**src/rtl/counter_ctrl.sv**
```systemverilog
// rtl/counter_ctrl.sv - sequencer that loads, runs and clears an external up-counter
module counter_ctrl #(
  parameter int WIDTH = 8
) (
  input  logic             clk_i,
  input  logic             rst_i,
  input  logic             start_i,
  input  logic             stop_i,
  input  logic             mode_i,
  input  logic [WIDTH-1:0] init_i,
  input  logic [WIDTH-1:0] term_i,
  input  logic             irq_ack_i,
  input  logic [WIDTH-1:0] cnt_i,
  output logic             cnt_clr_o,
  output logic             cnt_en_o,
  output logic             cnt_we_o,
  output logic [WIDTH-1:0] cnt_dat_o,
  output logic             busy_o,
  output logic             done_o,
  output logic             irq_o
);

  typedef enum logic [1:0] {
    IDLE = 2'd0,
    LOAD = 2'd1,
    RUN  = 2'd2,
    CLR  = 2'd3
  } state_t;

  state_t           state;
  state_t           state_nxt;
  logic             mode_q;
  logic [WIDTH-1:0] init_q;
  logic [WIDTH-1:0] tv_q;
  logic             done_q;
  logic             irq_q;
  logic             accept;
  logic             at_term;

  assign accept  = (state == IDLE) && start_i && !stop_i;
  assign at_term = (cnt_i == tv_q);

  always_ff @(posedge clk_i) begin
    if (!rst_i) begin
      state  <= IDLE;
      mode_q <= 1'b0;
      init_q <= '0;
      tv_q   <= '0;
      done_q <= 1'b0;
      irq_q  <= 1'b0;
    end else begin
      state <= state_nxt;
      if (accept) begin
        mode_q <= mode_i;
        init_q <= init_i;
        tv_q   <= term_i;
      end
      // stop wins over a terminal cycle, so an aborted run never reports done
      done_q <= (state == RUN) && at_term && !stop_i;
      // the visible flag already includes done_o, so an ack in that cycle cannot lose it
      irq_q  <= done_q || (irq_q && !irq_ack_i);
    end
  end

  always_comb begin
    state_nxt = state;
    case (state)
      IDLE: if (accept) state_nxt = LOAD;
      LOAD: state_nxt = stop_i ? CLR : RUN;
      RUN: begin
        if (stop_i)       state_nxt = CLR;
        else if (at_term) state_nxt = mode_q ? LOAD : IDLE;
      end
      CLR:  state_nxt = IDLE;
      default: state_nxt = IDLE;
    endcase
  end

  always_comb begin
    cnt_clr_o = (state == CLR);
    cnt_we_o  = (state == LOAD);
    cnt_en_o  = (state == RUN) && !at_term;
    cnt_dat_o = init_q;
    busy_o    = (state != IDLE);
    done_o    = done_q;
    irq_o     = irq_q || done_q;
  end

endmodule
```
**config.mk**
```make
export PLATFORM = sky130hd
export DESIGN_NAME = counter_ctrl
export DESIGN_NICKNAME = d
export VERILOG_FILES = /design/src/rtl/counter_ctrl.sv
export SDC_FILE = /design/constraint.sdc
export NUM_CORES = 1
export LEC_CHECK = 0
export ABC_AREA = 0
export BUFFER_PORTS_ARGS = -buffer_cell sky130_fd_sc_hd__buf_2
export CAP_MARGIN = 40
export CELL_PAD_IN_SITES_DETAIL_PLACEMENT = 1
export CELL_PAD_IN_SITES_GLOBAL_PLACEMENT = 1
export CORE_MARGIN = 2
export CORE_UTILIZATION = 37
export CTS_BUF_LIST = sky130_fd_sc_hd__clkbuf_4
export DETAILED_ROUTE_END_ITERATION = 8
export PLACE_DENSITY = 0.91
export RECOVER_POWER = 100
export SLEW_MARGIN = 30
export SYNTH_ARGS = -nofsm -noshare
export SYNTH_HDL_FRONTEND = slang
export SYNTH_SLANG_ARGS = --single-unit
```
**constraint.sdc**
```tcl
create_clock -name clk_i -period 3.4 [get_ports clk_i]
set_input_delay 1.02 -clock clk_i [delete_from_list [all_inputs] [get_ports clk_i]]
set_output_delay 1.02 -clock clk_i [all_outputs]
set_load 0.01 [all_outputs]
```
* After elaboration in Yosys (flattened, before gate mapping) *
Cells that the tools add are included.

word-level totals
  flip-flop bits (word level) = 21
  bits in latches = 0
  RAM bits = 0
  bits in read-only memories = 0
  bits of input ports = 30
  output and inout bits = 14
  word-level logic and storage cells = 32
  memories kept = 0

cells by class
  add/sub/neg operators = 0
  multipliers = 0
  div/mod/pow operators = 0
  order comparisons = 0
  eq/ne operators = 6
  shift operators = 0
  mux-type cells = 6
  bitwise operators = 0
  reductions and logical operators = 14

operators by type and width
  kind                                                                   count
  8-bit equality test                                                    1
  2-bit one-hot mux with 4 select lines                                  1
  1-bit logical AND                                                      6
  2-bit 2-to-1 mux                                                       3
  2-bit equality test, second input constant                             2
  1-bit zero test                                                        3
  3-bit != test, second input constant                                   1
  2-bit by 1-bit equality test with 1-bit output, second input constant  1
  2-bit zero test                                                        1
  1-bit logical OR                                                       2
  1-bit 2-to-1 mux                                                       2
  2-bit != test, second input constant                                   1
  2-bit AND reduction                                                    1
  2-bit nonzero test                                                     1

* Depth between registers and ports, before layout *
Gate-level depths: netlist (run 1).

  depth after elaboration = 5
  depth in mapped cells = 6
  gate-level depth less buffers = 4

* Worst setup path before layout (run 1) *
No wires, ideal clock.

  path kind = in2out
  start point = in cnt_i[4]
  end point = out cnt_en_o
  data arrival time = 1.717 ns
  required time = 2.380 ns
  slack = 0.663 ns
  stages on the path = 4
  path buffers = 0
  cell sequence = xnor2_1 > nand4_1 > nor4_1 > nor2_1

between the ends
  word-level cells in the longest chain between the ends = 3

ends and longest elaborated chain
  item                 RTL line  text
  start: declaration   13        input logic [WIDTH-1:0] cnt_i,
  8-bit equality test  41        assign at_term = (cnt_i == tv_q);
  1-bit zero test      82        cnt_en_o = (state == RUN) && !at_term;
  1-bit logical AND    82
  end: declaration     15        output logic cnt_en_o,

Every way passes these cells.

* Final worst setup path (run 1) *
Same ends and word-level chain as after synthesis.

==> impl_results.md, run 1 <==
* CTS resizes at 0
* Synth top area share at approximately two fifths
* Clock latency at the later pin of the worst-skew pair at around 0.32 ns
* Post-Syn Area at 0.00101 mm2
* Cell variety after synth at 29
* Largest area contributor in the netlist: dfxtp_1
* Synth Net Count at 142
* Number of cell rows at 18
* Core box area at 0.00254 mm2
* Fin. max-slew vios at 0
* Final setup fails at 0
* Final Power at 0.481 mW
* Fin crit period at 3.13 ns
* Layout cells sized above 1 at 29.9%
* P&R area growth vs syn at 18.4%
* CP Max Fanout at 2
* Die Y at around 56 um
* Ys async rst share at 0%
* Diodes inserted at 0
* Placed Area at 0.00123 mm2
* Drt via density at roughly 5.0
* EDFF count, synth at 0
* Clock transition at path regs at ~0.11 ns
* CTS H-tree depth at 1
* Fmax at 319 MHz
* CTS max path bufs at 2
* WL final at around 2.5 mm
* Final period util at 92.1%
* Top cells by area, synth: dfxtp_1 (42%), a21boi_2 (11%), nand2_1 (9.6%)
* Initial drt markers at 9
* Worst-path cell chain: buf_2 -> xnor2_1 -> nand4_1 -> nor4_1 -> nor2_1 -> clkbuf_1
* Sequential fraction of the synthesis area at 41.5%
* Outcome: complete, no violations
* Vias in the first global route at 912
* Root Driver: clkbuf_4
* Unrepaired setup endpoints after global routing: no
* Total CTS buffers at 3
* Drt first pass iters at 4
* GRT Total Usage at between 15 and 20%
* Critical Path RT at 2.38 ns
* Slowest stage delay, CP at 0.46 ns
* Synth Warn # at 0
* IO Count at 44
* Final-report hold violation count at 0
* Via count at 914
* CTS hold repair buffers at 0
* Slew headroom at 16.9%
* Avg Cell Area, Syn at approximately 9.0 um2
* CTS sink cnt at 21
* Total leakage power at 0.482 nW
* Post-CTS setup buffer count at 0
* DR WL/cell at between 10 and 15 um
* Filler cell count at 341
* Largest net degree at the start of global routing at 22
* Die area at 0.00317 mm2
* Multi-input gate area at 513 um2
* Setup TNS at 0 ns
* Antenna viol nets, final at 0
* Max_cap viols at 0
* DRC Markers at 0
* First-pass GRT wire length at 4.05 mm
* CTS tree: built
* Startpoint Class: primary input
* Most frequent cell after synthesis: nand2_1
* #FFs+latches synth at 21
* Slew @ Worst Pin at 1.25 ns
* Critical Path Sink Type: output port
* Buffers on Ports at 43
* Peak VDD IR at 0.000228 V
* Sequential cell area at 420 um2
* Global route overflow at 0
* Placer Congestion at 0.789
* Max Clock Skew at 0.0138 ns
* Nets@finish at around 190
* Most frequent cells after synthesis: nand2_1 (26), dfxtp_1 (21), a21boi_2 (10), nand2_2 (10), a21boi_0 (7)
* Post-synth top flop: dfxtp_1
* Initial antenna violation count at 0
* Hold Path Class: flip-flop to flip-flop
* Dpl hpwl at around 1.9 mm
* Cell Pwr Density at between 400 and 500 mW/mm2
* CP max stage cell: nor4_1
* Initial core utilization at 39.8%
* Die W at between 50 and 60 um
* Synth Instances at 112
* Setup CP Type: primary input to output port
* Data arrival, critical path at 2.11 ns
* Fin area at 0.00120 mm2
cell families after synthesis:
family / after synthesis / share of synthesized area [%]
buffers and inverters: 6 / 4.20
and+or+nand+nor: 54 / 26.6
AOI/OAI and AO/OA: 22 / 19.7
xor gates and xnor gates: 8 / 6.92
muxes: 1 / 1.11
DFF: 21 / 41.5
registers in the layout (all words and copies together), names as in the netlist:
name and count:
cnt_dat_o 8, tv_q 8, state 2, done_o 1, irq_q 1, mode_q 1
metrics by stage:
stage / cells / utilization (%) / hold WS (ns) / worst slack (ns)
after floorplan: 112 / - / 0.442 / 0.663
after global placement: 180 / 48.2 / 0.446 / 0.372
after detailed placement: 180 / 48.2 / 0.454 / 0.217
after CTS: 184 / 49.3 / 0.472 / 0.213
after global routing: 184 / 47.1 / 0.506 / 0.123
final: 184 / 47.1 / 0.477 / 0.269
critical path, delay by kind of cell:
| family | cells | cell delay [ns] |
|---|---|---|
| simple gates | 3 | 0.71 |
| buf+inv | 2 | 0.24 |
| xor+xnor | 1 | 0.13 |
area by class of cell:
cell class / count / share of cell area (%)
Multi-Input combinational cell: 85 / 42.8
Clock buffer: 3 / 1.88
Timing Repair Buffer: 43 / 16.4
Sequential cell: 21 / 35.1
Clock inverter: 1 / 0.418
Inverter: 1 / 0.313
Tap cell: 30 / 3.13
per-layer routing:
| layer | GRT usage [%] | wire length [um] | vias up |
|---|---|---|---|
| met3 | 3.00 | 138 | 9 |
| met5 | 0 | 0 | - |
| met2 | 29.4 | 1250 | 37 |
| li1 | - | - | 448 |
| met4 | 8.84 | 85 | 0 |
| met1 | 18.1 | 994 | 420 |
layout by cell type, fill, tap and decap left out:
cell and count:
clkbuf_1 15, or2_2 1, dfxtp_1 21, and3_1 1
clkbuf_4 3, nand2b_1 2, inv_1 1, o21ai_0 2
xor2_1 2, nor2_4 1, nand2_1 26, nor2b_1 2
and2_0 1, buf_2 28, a21boi_2 1, xnor2_1 6
or2_0 2, nor2_1 5, a31oi_1 1, nand4_1 1
nor3b_1 1, o21a_1 1, mux2_2 1, o311a_1 1
nand2_2 10, a21boi_0 16, nor4_1 1, clkinv_2 1
report_power, final:
group	total [mW]	internal (mW)	switching, mW
logic	0.0869	0.0387	0.0483
registers	0.269	0.259	0.0101
clock network	0.125	0.0440	0.0806
worst paths after layout:
| kind | from | endpoint | slack [ns] | depth (start not counted) |
|---|---|---|---|---|
| max | cnt_i[4] | cnt_en_o | 0.27 | 6 |
| min | cnt_dat_o[3] | cnt_dat_o[3] | 0.48 | 2 |
| max reg2reg | state[1] | tv_q[0] | 1.32 | 4 |
| min reg2reg | cnt_dat_o[3] | cnt_dat_o[3] | 0.48 | 2 |
Power figures use the tool's default switching activity.
==> inputs of run 2 (changes only) <==
--- a/config.mk
+++ b/config.mk
@@ -5,16 +5,16 @@
 export SDC_FILE = /design/constraint.sdc
 export NUM_CORES = 1
 export LEC_CHECK = 0
-export ABC_AREA = 0
+export ABC_AREA = 1
 export BUFFER_PORTS_ARGS = -buffer_cell sky130_fd_sc_hd__buf_2
 export CAP_MARGIN = 40
 export CELL_PAD_IN_SITES_DETAIL_PLACEMENT = 1
 export CELL_PAD_IN_SITES_GLOBAL_PLACEMENT = 1
 export CORE_MARGIN = 2
-export CORE_UTILIZATION = 37
+export CORE_UTILIZATION = 35
 export CTS_BUF_LIST = sky130_fd_sc_hd__clkbuf_4
 export DETAILED_ROUTE_END_ITERATION = 8
-export PLACE_DENSITY = 0.91
+export PLACE_DENSITY = 0.92
 export RECOVER_POWER = 100
 export SLEW_MARGIN = 30
 export SYNTH_ARGS = -nofsm -noshare
==> impl_results.md, run 2 <==
* Outcome: complete, no violations
* Final Power at 0.610 mW (+27%)
* Global route overflow at 0 (unchanged)
* Initial antenna violation count at 0 (unchanged)
* P&R area growth vs syn at 20.1%
* CTS resizes at 0 (unchanged)
* Die W at 56.7 um (+0.65%)
* #FFs+latches synth at 21 (unchanged)
* GRT Total Usage at 17.7% (+1.4 points)
* CTS hold repair buffers at 0 (unchanged)
* Clock latency at the later pin of the worst-skew pair at 0.32 ns (about the same)
* Slew @ Worst Pin at 0.860 ns (-0.387 ns)
* Total CTS buffers at 3 (unchanged)
* CTS sink cnt at 21 (unchanged)
* DRC Markers at 0 (unchanged)
* Drt via density at 4.65 (-6.5%)
* Fin area at 0.00117 mm2 (-2.7%)
* CP dominant cell by count: nand2_1
* Final period util at 81.5% (-11 points)
* Cell variety after synth at 21 (-28%)
* First-pass GRT wire length at 4.33 mm (+6.8%)
* Top cells by area, synth: dfxtp_1 (43%), nor2_1 (11%), nand2_1 (9.3%)
* CTS H-tree depth at 1 (unchanged)
* Hold Path Class: flip-flop to flip-flop
* Placer Congestion at 0.821 (+4.1%)
* Cell Pwr Density at 523 mW/mm2 (+30%)
* Filler cell count at 388 (+14%)
* Largest net degree at the start of global routing at 25 (+14%)
* Setup TNS at 0 ns (unchanged)
* Core box area at 0.00269 mm2 (+5.6%)
* Vias in the first global route at 1032 (+13%)
* Met1 usage at 18.3% (+0.21 points)
* Diodes inserted at 0 (unchanged)
* Dpl hpwl at 1.96 mm (+2.6%)
* Root Driver: clkbuf_4
* Synth top area share at 43.3% (+1.8 points)
* Fmax at 361 MHz (+13%)
* EDFF count, synth at 0 (unchanged)
* R2r startpoint: state[0]
* Post-Syn Area at 971 um2 (-4.1%)
* Family with the most delay on the worst path: simple AND/OR/NAND/NOR gates
* Final setup fails at 0 (unchanged)
* Most frequent cells in the layout: nor2_1 (29), buf_2 (29), nand2_1 (24), dfxtp_1 (21), inv_1 (20)
* Avg Cell Area, Syn at 7.14 um2 (-21%)
* Initial core utilization at 36.1% (-3.6 points)
* Die area at 0.00321 mm2 (+1.3%)
* R2r endpoint: tv_q[6]
* Nets@finish at 209 (+13%)
* Initial drt markers at 11 (+2)
* Antenna viol nets, final at 0 (unchanged)
* CTS max path bufs at 2 (unchanged)
* Synth Instances at 136 (+21%)
* Critical Path Sink Type: output port
* Final-report hold violation count at 0 (unchanged)
* Startpoint Class: primary input
* Buffers on Ports at 43 (unchanged)
* WL final at 2.55 mm (+3.0%)
* CP Max Fanout at 2 (unchanged)
* Internal reg-to-reg setup slack at 1.15 ns (-0.17 ns)
* Hold Crit Endpoint: tv_q[7]
* Sequential fraction of the synthesis area at 43.3% (+1.8 points)
* Max Clock Skew at 0.00205 ns (-0.0118 ns)
* Post-synth top flop: dfxtp_1
* Most used routing layer in global routing: met2
* Die Y at 56.7 um (+0.65%)
* Slew headroom at 42.5% (+26 points)
* Peak VDD IR at 0.000325 V (+42%)
* Non-Filler Instances at 209 (+14%)
* FF-to-FF path depth at 5 (+1)
* CP bufs+invs at 3 (+1)
* Fin crit period at 2.77 ns (-0.360 ns)
* Most frequent cells after synthesis: nor2_1 (28), nand2_1 (24), dfxtp_1 (21)
* Setup CP Type: primary input to output port
* Placed Area at 0.00118 mm2 (-3.9%)
* CTS tree: built
* IO Count at 44 (unchanged)
* Post-CTS setup buffer count at 0 (unchanged)
* Placed cell count at 205 (+14%)
* CP max stage cell: nor2_1
* Clock transition at path regs at 0.12 ns (about the same)
* Number of cell rows at 19 (+1)
* Unrepaired setup endpoints after global routing: no
* Hold path start: tv_q[7]
* Grt met3 use at 4.38% (+1.4 points)
* Via count at 971 (+6.2%)
* Final hold slack at 0.487 ns (+0.00969 ns)
* Largest area contributor in the netlist: dfxtp_1
* Synth Net Count at 166 (+17%)
* Hold path depth at 2 (unchanged)
* Critical Path RT at 2.38 ns (about the same)
* Slowest stage delay, CP at 0.19 ns (-0.27 ns)
* Total leakage power at 0.559 nW (+16%)
* Met2 Track Usage GR at 31.2% (+1.8 points)
* Data arrival, critical path at 1.75 ns (-0.36 ns)
* Layout cells sized above 1 at 20.2% (-9.6 points)
* Worst-path cell chain: buf_2 -> inv_1 -> nand2_1 -> nand2_1 -> nand2_1 -> nor2_1 -> a21oi_1 -> clkbuf_1
* DR WL/cell at 12.2 um (-9.3%)
* Most frequent cell after synthesis: nor2_1
* Fin. max-slew vios at 0 (unchanged)
* Drt first pass iters at 3 (-1)
* Synth Warn # at 0 (unchanged)
* Ys async rst share at 0% (unchanged)
* Max_cap viols at 0 (unchanged)
run 2: changes by cell type in the layout (fill, tap and decap cells not counted), moves of 5 or more:
| cell | change |
|---|---|
| nand2_2 | -10 |
| a21oi_1 | +7 |
| o21ai_0 | +5 |
| nor2_1 | +24 |
| inv_1 | +19 |
| o21ai_1 | +12 |
| a21boi_0 | -16 |
run 2: how the worst max path moves through the flow:
stage	to	slack, ns	cells past startpoint	from
global placement	cnt_en_o	0.66	8	cnt_i[5]
detailed placement	cnt_en_o	0.62	8	cnt_i[5]
CTS	cnt_en_o	0.62	8	cnt_i[5]
global route	tv_q[6]	0.42	6	stop_i
finish	cnt_en_o	0.63	8	cnt_i[5]
floorplan	cnt_en_o	0.93	6	cnt_i[5]
run 2: tightest hold or removal path: stages (launching register included):
cell and delay (ns):
dfxtp_1 0.33, inv_1 0.06, a21oi_1 0.06
run 2: per-layer routing:
| metal | up-vias | wire length, um |
|---|---|---|
| li1 | 504 | - |
| met1 | 421 | 1020 |
| met2 | 36 | 1260 |
| met3 | 10 | 155 |
| met4 | 0 | 112 |
| met5 | - | 0 |
run 2: through the flow:
stage | utilization [%] | setup WS, ns
after global placement | 43.9 | 0.663
final | 43.4 | 0.629
after CTS | 45.0 | 0.616
after floorplan | - | 0.931
after detailed placement | 43.9 | 0.618
after global routing | 43.4 | 0.422
run 2: power breakdown:
part           internal, mW  switching, mW
Combinational        0.0658          0.110
Sequential            0.279         0.0215
Clock                0.0539         0.0804
run 2: cell families after synthesis:
family	count (synthesis)	share of synthesized area, %
XOR/XNOR	3	2.71
buffers and inverters	26	13.1
AO/OA/AOI/OAI	28	15.3
AND/OR/NAND/NOR	58	25.5
flip-flops	21	43.3
run 2: cell type report:
type / instances / area, um2 / area share, %
Clock buffer: 4 / 30.0 / 2.58
Timing Repair Buffer: 43 / 198 / 17.0
Tap cell: 31 / 38.8 / 3.33
Multi-Input combinational cell: 89 / 399 / 34.2
Inverter: 21 / 80.1 / 6.87
Sequential cell: 21 / 420 / 36.1
